--- config.mk ---
export PLATFORM = sky130hd
export DESIGN_NAME = io_bus_bridge_flat
export DESIGN_NICKNAME = d
export VERILOG_FILES = /design/src/rtl/io_bus_bridge_if.sv /design/src/rtl/io_bus_bridge.sv /design/src/flat_wrapper.sv
export SDC_FILE = /design/constraint.sdc
export NUM_CORES = 1
export LEC_CHECK = 0
export CORE_AREA = 4 4 273 275
export DETAILED_ROUTE_END_ITERATION = 10
export DIE_AREA = 0 0 277 279
export PLACE_DENSITY = 0.4
export SYNTH_ARGS = -nofsm -noshare
export SYNTH_HDL_FRONTEND = slang
export SYNTH_SLANG_ARGS = --single-unit
--- constraint.sdc ---
create_clock -name clk -period 4.3 [get_ports clk]
set_input_delay 0.86 -clock clk [delete_from_list [all_inputs] [get_ports clk]]
set_output_delay 0.86 -clock clk [all_outputs]
set_load 0.01 [all_outputs]
--- src/rtl/io_bus_bridge_if.sv ---
// MMIO bus bundle between the core (master) and io_bus_bridge (slave).
interface io_bus_bridge_if #(
    parameter int unsigned DATA_W = 32
) ();
    logic              bus_cs;
    logic              bus_wr;
    logic              bus_rd;
    logic [31:0]       bus_addr;
    logic [DATA_W-1:0] bus_wr_data;
    logic [DATA_W-1:0] bus_rd_data;
    logic              bus_ready;
    logic              bus_err;
    logic              bus_busy;

    modport master (
        output bus_cs, bus_wr, bus_rd, bus_addr, bus_wr_data,
        input  bus_rd_data, bus_ready, bus_err, bus_busy
    );

    modport slave (
        input  bus_cs, bus_wr, bus_rd, bus_addr, bus_wr_data,
        output bus_rd_data, bus_ready, bus_err, bus_busy
    );
endinterface

--- src/rtl/io_bus_bridge.sv ---
// Registered MMIO-to-slot bridge: decodes the bus address into NUM_SLOTS slots,
// strobes only the selected slot, waits for its ready with a timeout and returns
// a one-cycle bus_ready/bus_err completion.
// Optional error-capture registers are compiled in with `define IO_ERR_CAPTURE_EN.
module io_bus_bridge #(
    parameter int unsigned          NUM_SLOTS    = 16,
    parameter int unsigned          REG_ADDR_W   = 5,
    parameter int unsigned          DATA_W       = 32,
    parameter int unsigned          TIMEOUT_CYC  = 256,
    parameter logic [NUM_SLOTS-1:0] SLOT_EN_MASK = '1,
    parameter logic [DATA_W-1:0]    ERR_DATA     = DATA_W'(32'hDEAD_BEEF)
) (
    input  logic                  clk,
    input  logic                  reset,
    io_bus_bridge_if.slave        bus,
    output logic [NUM_SLOTS-1:0]  slot_cs_array,
    output logic [NUM_SLOTS-1:0]  slot_mem_rd_array,
    output logic [NUM_SLOTS-1:0]  slot_mem_wr_array,
    output logic [REG_ADDR_W-1:0] slot_reg_addr,
    output logic [DATA_W-1:0]     slot_wr_data,
    input  logic [DATA_W-1:0]     slot_rd_data_array [NUM_SLOTS],
    input  logic [NUM_SLOTS-1:0]  slot_ready_array
`ifdef IO_ERR_CAPTURE_EN
    ,
    input  logic                  err_clr,
    output logic                  err_valid,
    output logic [31:0]           err_addr,
    output logic                  err_is_timeout
`endif
);
    localparam int unsigned SLOT_W = $clog2(NUM_SLOTS);
    localparam int unsigned CNT_W  = $clog2(TIMEOUT_CYC);

    typedef enum logic [1:0] {StIdle, StAccess, StDone} state_e;

    state_e                state_q;
    logic [SLOT_W-1:0]     slot_q;
    logic                  rd_op_q;
    logic [CNT_W-1:0]      cnt_q;
    logic [NUM_SLOTS-1:0]  slot_cs_q;
    logic [NUM_SLOTS-1:0]  slot_rd_q;
    logic [NUM_SLOTS-1:0]  slot_wr_q;
    logic [REG_ADDR_W-1:0] reg_addr_q;
    logic [DATA_W-1:0]     wr_data_q;
    logic [DATA_W-1:0]     rd_data_q;
    logic                  ready_q;
    logic                  err_q;
    logic                  busy_q;

    logic [SLOT_W-1:0]     req_slot;
    logic [REG_ADDR_W-1:0] req_reg;
    logic [NUM_SLOTS-1:0]  req_onehot;
    logic                  req_ok;
    logic                  req_bad;
    logic                  sel_ready;
    logic                  timeout;
    logic                  unused_addr;

    assign req_reg    = bus.bus_addr[REG_ADDR_W+1:2];
    assign req_slot   = bus.bus_addr[REG_ADDR_W+SLOT_W+1:REG_ADDR_W+2];
    assign req_onehot = NUM_SLOTS'(1) << req_slot;
    // Upper address bits only matter to the optional error capture.
    assign unused_addr = ^bus.bus_addr;

    // Exactly one op to a populated slot is accepted; both ops, or any op to an
    // unpopulated slot, completes immediately with an error. cs with no op is ignored.
    assign req_ok  = bus.bus_cs && (bus.bus_rd ^ bus.bus_wr) && SLOT_EN_MASK[req_slot];
    assign req_bad = bus.bus_cs && ((bus.bus_rd && bus.bus_wr) ||
                     ((bus.bus_rd || bus.bus_wr) && !SLOT_EN_MASK[req_slot]));

    assign sel_ready = slot_ready_array[slot_q];
    assign timeout   = (cnt_q == CNT_W'(TIMEOUT_CYC - 1));

    // Bridge FSM; all bus and slot outputs are registered here.
    always_ff @(posedge clk) begin
        if (reset) begin
            state_q    <= StIdle;
            slot_q     <= '0;
            rd_op_q    <= 1'b0;
            cnt_q      <= '0;
            slot_cs_q  <= '0;
            slot_rd_q  <= '0;
            slot_wr_q  <= '0;
            reg_addr_q <= '0;
            wr_data_q  <= '0;
            rd_data_q  <= '0;
            ready_q    <= 1'b0;
            err_q      <= 1'b0;
            busy_q     <= 1'b0;
        end else begin
            unique case (state_q)
                StIdle: begin
                    if (req_bad) begin
                        state_q <= StDone;
                        ready_q <= 1'b1;
                        err_q   <= 1'b1;
                        busy_q  <= 1'b1;
                        // Any rejected request with rd set counts as an errored read.
                        if (bus.bus_rd) begin
                            rd_data_q <= ERR_DATA;
                        end
                    end else if (req_ok) begin
                        state_q    <= StAccess;
                        busy_q     <= 1'b1;
                        slot_q     <= req_slot;
                        rd_op_q    <= bus.bus_rd;
                        cnt_q      <= '0;
                        reg_addr_q <= req_reg;
                        wr_data_q  <= bus.bus_wr_data;
                        slot_cs_q  <= req_onehot;
                        slot_rd_q  <= bus.bus_rd ? req_onehot : '0;
                        slot_wr_q  <= bus.bus_wr ? req_onehot : '0;
                    end
                end
                StAccess: begin
                    // Ready in the timeout cycle still completes cleanly.
                    if (sel_ready || timeout) begin
                        state_q   <= StDone;
                        slot_cs_q <= '0;
                        slot_rd_q <= '0;
                        slot_wr_q <= '0;
                        ready_q   <= 1'b1;
                        err_q     <= !sel_ready;
                        if (rd_op_q) begin
                            rd_data_q <= sel_ready ? slot_rd_data_array[slot_q] : ERR_DATA;
                        end
                    end else begin
                        cnt_q <= cnt_q + CNT_W'(1);
                    end
                end
                StDone: begin
                    state_q <= StIdle;
                    ready_q <= 1'b0;
                    err_q   <= 1'b0;
                    busy_q  <= 1'b0;
                end
                default: state_q <= StIdle;
            endcase
        end
    end

    assign bus.bus_rd_data  = rd_data_q;
    assign bus.bus_ready    = ready_q;
    assign bus.bus_err      = err_q;
    assign bus.bus_busy     = busy_q;
    assign slot_cs_array     = slot_cs_q;
    assign slot_mem_rd_array = slot_rd_q;
    assign slot_mem_wr_array = slot_wr_q;
    assign slot_reg_addr     = reg_addr_q;
    assign slot_wr_data      = wr_data_q;

`ifdef IO_ERR_CAPTURE_EN
    logic [31:0] req_addr_q;
    logic        err_valid_q;
    logic [31:0] err_addr_q;
    logic        err_timeout_q;
    logic        err_event;
    logic        err_event_timeout;

    assign err_event_timeout = (state_q == StAccess) && timeout && !sel_ready;
    assign err_event         = ((state_q == StIdle) && req_bad) || err_event_timeout;

    // Sticky first-error capture; a new error wins over a same-cycle clear.
    always_ff @(posedge clk) begin
        if (reset) begin
            req_addr_q    <= '0;
            err_valid_q   <= 1'b0;
            err_addr_q    <= '0;
            err_timeout_q <= 1'b0;
        end else begin
            if ((state_q == StIdle) && req_ok) begin
                req_addr_q <= bus.bus_addr;
            end
            if (err_event && (!err_valid_q || err_clr)) begin
                err_valid_q   <= 1'b1;
                err_addr_q    <= err_event_timeout ? req_addr_q : bus.bus_addr;
                err_timeout_q <= err_event_timeout;
            end else if (err_clr) begin
                err_valid_q <= 1'b0;
            end
        end
    end

    assign err_valid      = err_valid_q;
    assign err_addr       = err_addr_q;
    assign err_is_timeout = err_timeout_q;
`endif

endmodule
--- src/flat_wrapper.sv ---
// flat-port wrapper written by rule: the top's interface ports become plain ports
module io_bus_bridge_flat 
#(
    parameter int unsigned          NUM_SLOTS    = 16,
    parameter int unsigned          REG_ADDR_W   = 5,
    parameter int unsigned          DATA_W       = 32,
    parameter int unsigned          TIMEOUT_CYC  = 256,
    parameter logic [NUM_SLOTS-1:0] SLOT_EN_MASK = '1,
    parameter logic [DATA_W-1:0]    ERR_DATA     = DATA_W'(32'hDEAD_BEEF)
)
  (clk, reset, slot_cs_array, slot_mem_rd_array, slot_mem_wr_array, slot_reg_addr, slot_wr_data, slot_rd_data_array, slot_ready_array, bus_bus_cs, bus_bus_wr, bus_bus_rd, bus_bus_addr, bus_bus_wr_data, bus_bus_rd_data, bus_bus_ready, bus_bus_err, bus_bus_busy);
  io_bus_bridge_if #(.DATA_W(DATA_W)) bus_i ();
  input  logic clk;
  input  logic reset;
  output logic [NUM_SLOTS-1:0] slot_cs_array;
  output logic [NUM_SLOTS-1:0] slot_mem_rd_array;
  output logic [NUM_SLOTS-1:0] slot_mem_wr_array;
  output logic [REG_ADDR_W-1:0] slot_reg_addr;
  output logic [DATA_W-1:0] slot_wr_data;
  input  logic [DATA_W-1:0] slot_rd_data_array[NUM_SLOTS];
  input  logic [NUM_SLOTS-1:0] slot_ready_array;
  input wire logic [$bits(bus_i.bus_cs)-1:0] bus_bus_cs;
  input wire logic [$bits(bus_i.bus_wr)-1:0] bus_bus_wr;
  input wire logic [$bits(bus_i.bus_rd)-1:0] bus_bus_rd;
  input wire logic [$bits(bus_i.bus_addr)-1:0] bus_bus_addr;
  input wire logic [$bits(bus_i.bus_wr_data)-1:0] bus_bus_wr_data;
  output wire logic [$bits(bus_i.bus_rd_data)-1:0] bus_bus_rd_data;
  output wire logic [$bits(bus_i.bus_ready)-1:0] bus_bus_ready;
  output wire logic [$bits(bus_i.bus_err)-1:0] bus_bus_err;
  output wire logic [$bits(bus_i.bus_busy)-1:0] bus_bus_busy;
  assign bus_i.bus_cs = bus_bus_cs;
  assign bus_i.bus_wr = bus_bus_wr;
  assign bus_i.bus_rd = bus_bus_rd;
  assign bus_i.bus_addr = bus_bus_addr;
  assign bus_i.bus_wr_data = bus_bus_wr_data;
  assign bus_bus_rd_data = bus_i.bus_rd_data;
  assign bus_bus_ready = bus_i.bus_ready;
  assign bus_bus_err = bus_i.bus_err;
  assign bus_bus_busy = bus_i.bus_busy;
  io_bus_bridge #(.NUM_SLOTS(NUM_SLOTS), .REG_ADDR_W(REG_ADDR_W), .DATA_W(DATA_W), .TIMEOUT_CYC(TIMEOUT_CYC), .SLOT_EN_MASK(SLOT_EN_MASK), .ERR_DATA(ERR_DATA)) u_core (.clk(clk), .reset(reset), .bus(bus_i), .slot_cs_array(slot_cs_array), .slot_mem_rd_array(slot_mem_rd_array), .slot_mem_wr_array(slot_mem_wr_array), .slot_reg_addr(slot_reg_addr), .slot_wr_data(slot_wr_data), .slot_rd_data_array(slot_rd_data_array), .slot_ready_array(slot_ready_array));
endmodule
==> impl_metrics.env <==
export IMPL_cap_violations=0
export IMPL_grt_max_degree=84
export IMPL_synthTopCellsByArea="mux4_2 33%, dfxtp_1 30%, nand2_1 5.7%"
export IMPL_drive_gt1_share_pct=14.8
export IMPL_min_path_cells=2
export IMPL_r2r_setup_slack_ns=1.54
export IMPL_htreeDepth=4
export IMPL_synthFlopType="dfxtp_1"
export IMPL_synth_edf_count=0
export IMPL_r2r_end="u_core.bus.bus_rd_data[23]"
export IMPL_r2r_start="u_core.slot_q[1]"
export IMPL_worstPathRequired_ns=4.66
export IMPL_whs_ns=0.453
export IMPL_postCtsSetupBuffers=0
export IMPL_hp_class="reg -> reg"
export IMPL_fmax_mhz=322
export IMPL_critical_path_arrival_ns=3.47
export IMPL_synth_seq_cells=135
export IMPL_die_x_um=277
export IMPL_worstSkewPairLatency_ns=0.47
export IMPL_synth_largest_area_cell="mux4_2"
export IMPL_start_kind="input pin"
export IMPL_relSlewSlack_pct=26.0
export IMPL_slowest_delay_ns=0.71
export IMPL_synth_async_sr_flop_share_pct=0
export IMPL_p_per_area_nw_per_um2=270
export IMPL_core_rowCount=99
export IMPL_grtUsageTotal_pct=16.5
export IMPL_wl_mm=66.4
export IMPL_grt_first_pass_wirelength_mm=89.3
export IMPL_antenna_found_initial=55
export IMPL_cp_max_fo=32
export IMPL_crit_slowest_cell="mux4_2"
export IMPL_hold_buffers=0
export IMPL_reg2regPathDepth=5
export IMPL_vias=10249
export IMPL_wl_per_cell_um=27.1
export IMPL_layout_cells_non_filler=2445
export IMPL_fin_ws_ns=1.19
export IMPL_rsz0062_at_grt="false"
export IMPL_drt_pass1_iter_count=8
export IMPL_antenna_left=0
export IMPL_path_clk_slew_ns=0.07
export IMPL_syn_to_final_growth_pct=94.4
export IMPL_slew_viol_final=0
export IMPL_clk_path_buf_depth=2
export IMPL_start_util_pct=12.6
export IMPL_p_leak_uw=0.00576
export IMPL_cts_buffers=17
export IMPL_fill_cells=7715
export IMPL_fin_worst_skew_ns=0.0140
export IMPL_fin_setup_tns_ns=0
export IMPL_cts_tree="yes"
export IMPL_dpl_hpwl_mm=56.0
export IMPL_first_global_vias=10813
export IMPL_drt_initial_drc_count=648
export IMPL_setup_worst_path_class="in -> reg"
export IMPL_place_congestion=0.840
export IMPL_dieHeight_um=279
export IMPL_tightest_slew_ns=1.11
export IMPL_final_core_util_pct=24.6
export IMPL_io_pins=717
export IMPL_cts_resized=0
export IMPL_die_area_um2=77300
export IMPL_ys_top_cells_by_count="138 x nand2_1, 135 x dfxtp_1, 133 x mux4_2, 57 x clkbuf_1, 47 x a21oi_1"
export IMPL_yosysSeqAreaShare_pct=29.6
export IMPL_worst_hold_path_endpoint="u_core.slot_wr_data[30]"
export IMPL_yosysUniqueCellTypes=47
export IMPL_pre_cts_slack_ns=0.671
export IMPL_ir_worst_vdd_v=0.000308
export IMPL_period_minus_slack_ns=3.11
export IMPL_min_from="u_core.slot_wr_data[30]"
export IMPL_vias_per_cell=4.19
export IMPL_overflow=0
export IMPL_critPathCaptureType="flop"
export IMPL_finalHoldViolations=0
export IMPL_crit_chain="clkdlybuf4s50_1 > mux4_2 > mux4_2 > and4_2 > buf_4 > a32o_1"
export IMPL_portBuffers=693
export IMPL_synth_top_cell_area_share_pct=32.8
export IMPL_cts_num_sinks=135
export IMPL_finalNetCount=2059
export IMPL_syn_avg_cell_area_um2=11.2
export IMPL_synth_fp_nets=1420
export IMPL_crit_top_cell="mux4_2"
export IMPL_yosysMostFrequentCell="nand2_1"
export IMPL_root_buffer="clkbuf_16"
export IMPL_period_share_pct=72.3
export IMPL_core_um2=72300
export IMPL_placedCellCount=2396
export IMPL_outcome="completed"
export IMPL_yosys_warnings=0
export IMPL_setup_viol_count_final=0
export IMPL_synthesis_area_um2=9140
export IMPL_drc=0
export IMPL_netlist_instances=817
-- final cells by class --
type / instances / area (um2) / share of cell area (%)
antenna: 18 / 45.0 / 0.253
clock inverter: 11 / 194 / 1.09
timing repair buffer: 711 / 7120 / 40.1
multi-input combinational: 561 / 5920 / 33.3
inverter: 30 / 113 / 0.634
tap: 959 / 1200 / 6.75
clock buffer: 20 / 468 / 2.63
sequential: 135 / 2710 / 15.3
-- sequential cells by signal, summed over array words and instances, names as in the netlist --
| signal | count |
|---|---|
| u_core.bus.bus_busy | 1 |
| u_core.bus.bus_err | 1 |
| u_core.bus.bus_rd_data | 32 |
| u_core.bus.bus_ready | 1 |
| u_core.cnt_q | 8 |
| u_core.rd_op_q | 1 |
| u_core.slot_cs_array | 16 |
| u_core.slot_mem_rd_array | 16 |
| u_core.slot_mem_wr_array | 16 |
| u_core.slot_q | 4 |
| u_core.slot_reg_addr | 5 |
| u_core.slot_wr_data | 32 |
| u_core.state_q | 2 |
-- kinds of logic after synthesis --
group                      Yosys count  share of synthesized area (%)
adders and majority gates            6                          0.821
and+or+nand+nor                    206                           10.0
muxes                              155                           35.2
DFF                                135                           29.6
buffers and inverters              121                           5.90
AOI/OAI and AO/OA                  194                           18.5
-- power breakdown --
part           leakage [uW]  internal (uW)  switching (uW)
Sequential          0.00110           1340            61.9
Combinational       0.00433            976             698
Clock              0.000322           1080             640
-- how the worst max path moves through the flow --
stage,from,endpoint,slack [ns],cells after the start
after floorplan,slot_ready_array[15],u_core.bus.bus_rd_data[14],1.60,7
after global placement,slot_ready_array[10],u_core.bus.bus_rd_data[17],0.70,6
after detailed placement,slot_ready_array[14],u_core.bus.bus_rd_data[8],0.67,6
after CTS,slot_ready_array[14],u_core.bus.bus_rd_data[8],1.20,6
after global routing,slot_ready_array[14],u_core.bus.bus_rd_data[18],1.14,6
final,slot_ready_array[14],u_core.bus.bus_rd_data[8],1.19,6
-- worst max-delay path: cells and delay by family --
| family | cells | cell delay [ns] |
|---|---|---|
| buffers and inverters | 2 | 0.69 |
| AO/OA/AOI/OAI | 1 | 0.33 |
| AND/OR/NAND/NOR | 1 | 0.34 |
| multiplexers | 2 | 1.19 |
-- routing by layer --
layer | share of wire [%] | vias up | track usage [%]
li1 | - | 4563 | -
met1 | 39 | 5039 | 19.5
met2 | 49 | 539 | 27.4
met3 | 10 | 90 | 7.32
met4 | 2.1 | 18 | 4.73
met5 | 0.17 | - | 0
-- cell usage in the layout (no fill, tap or decap), drive strengths merged, types with 2 or more instances in the layout --
| master | count |
|---|---|
| nand2 | 138 |
| a221oi | 25 |
| ha | 6 |
| and3 | 4 |
| bufinv | 5 |
| o211ai | 3 |
| nand3 | 4 |
| nor2b | 11 |
| clkbuf | 20 |
| a32o | 41 |
| nor3b | 3 |
| diode | 18 |
| clkdlybuf4s50 | 692 |
| mux4 | 133 |
| or3 | 2 |
| buf | 19 |
| nor2 | 11 |
| o21a | 3 |
| o221ai | 25 |
| mux2i | 21 |
| a22oi | 16 |
| dfxtp | 135 |
| a21oi | 47 |
| o21ai | 4 |
| nand2b | 9 |
| nor3 | 8 |
| o22a | 24 |
| inv | 31 |
| o31ai | 2 |
| and4 | 2 |
| nor4 | 7 |
| clkinv | 4 |
-- per-stage QoR --
step	power, uW	cell area, um2
floorplan	2130	9140
global placement	3120	17100
detailed placement	3130	17100
CTS	4890	17700
global route	5040	17800
finish	4790	17800
(Power assumes the default switching activity.)
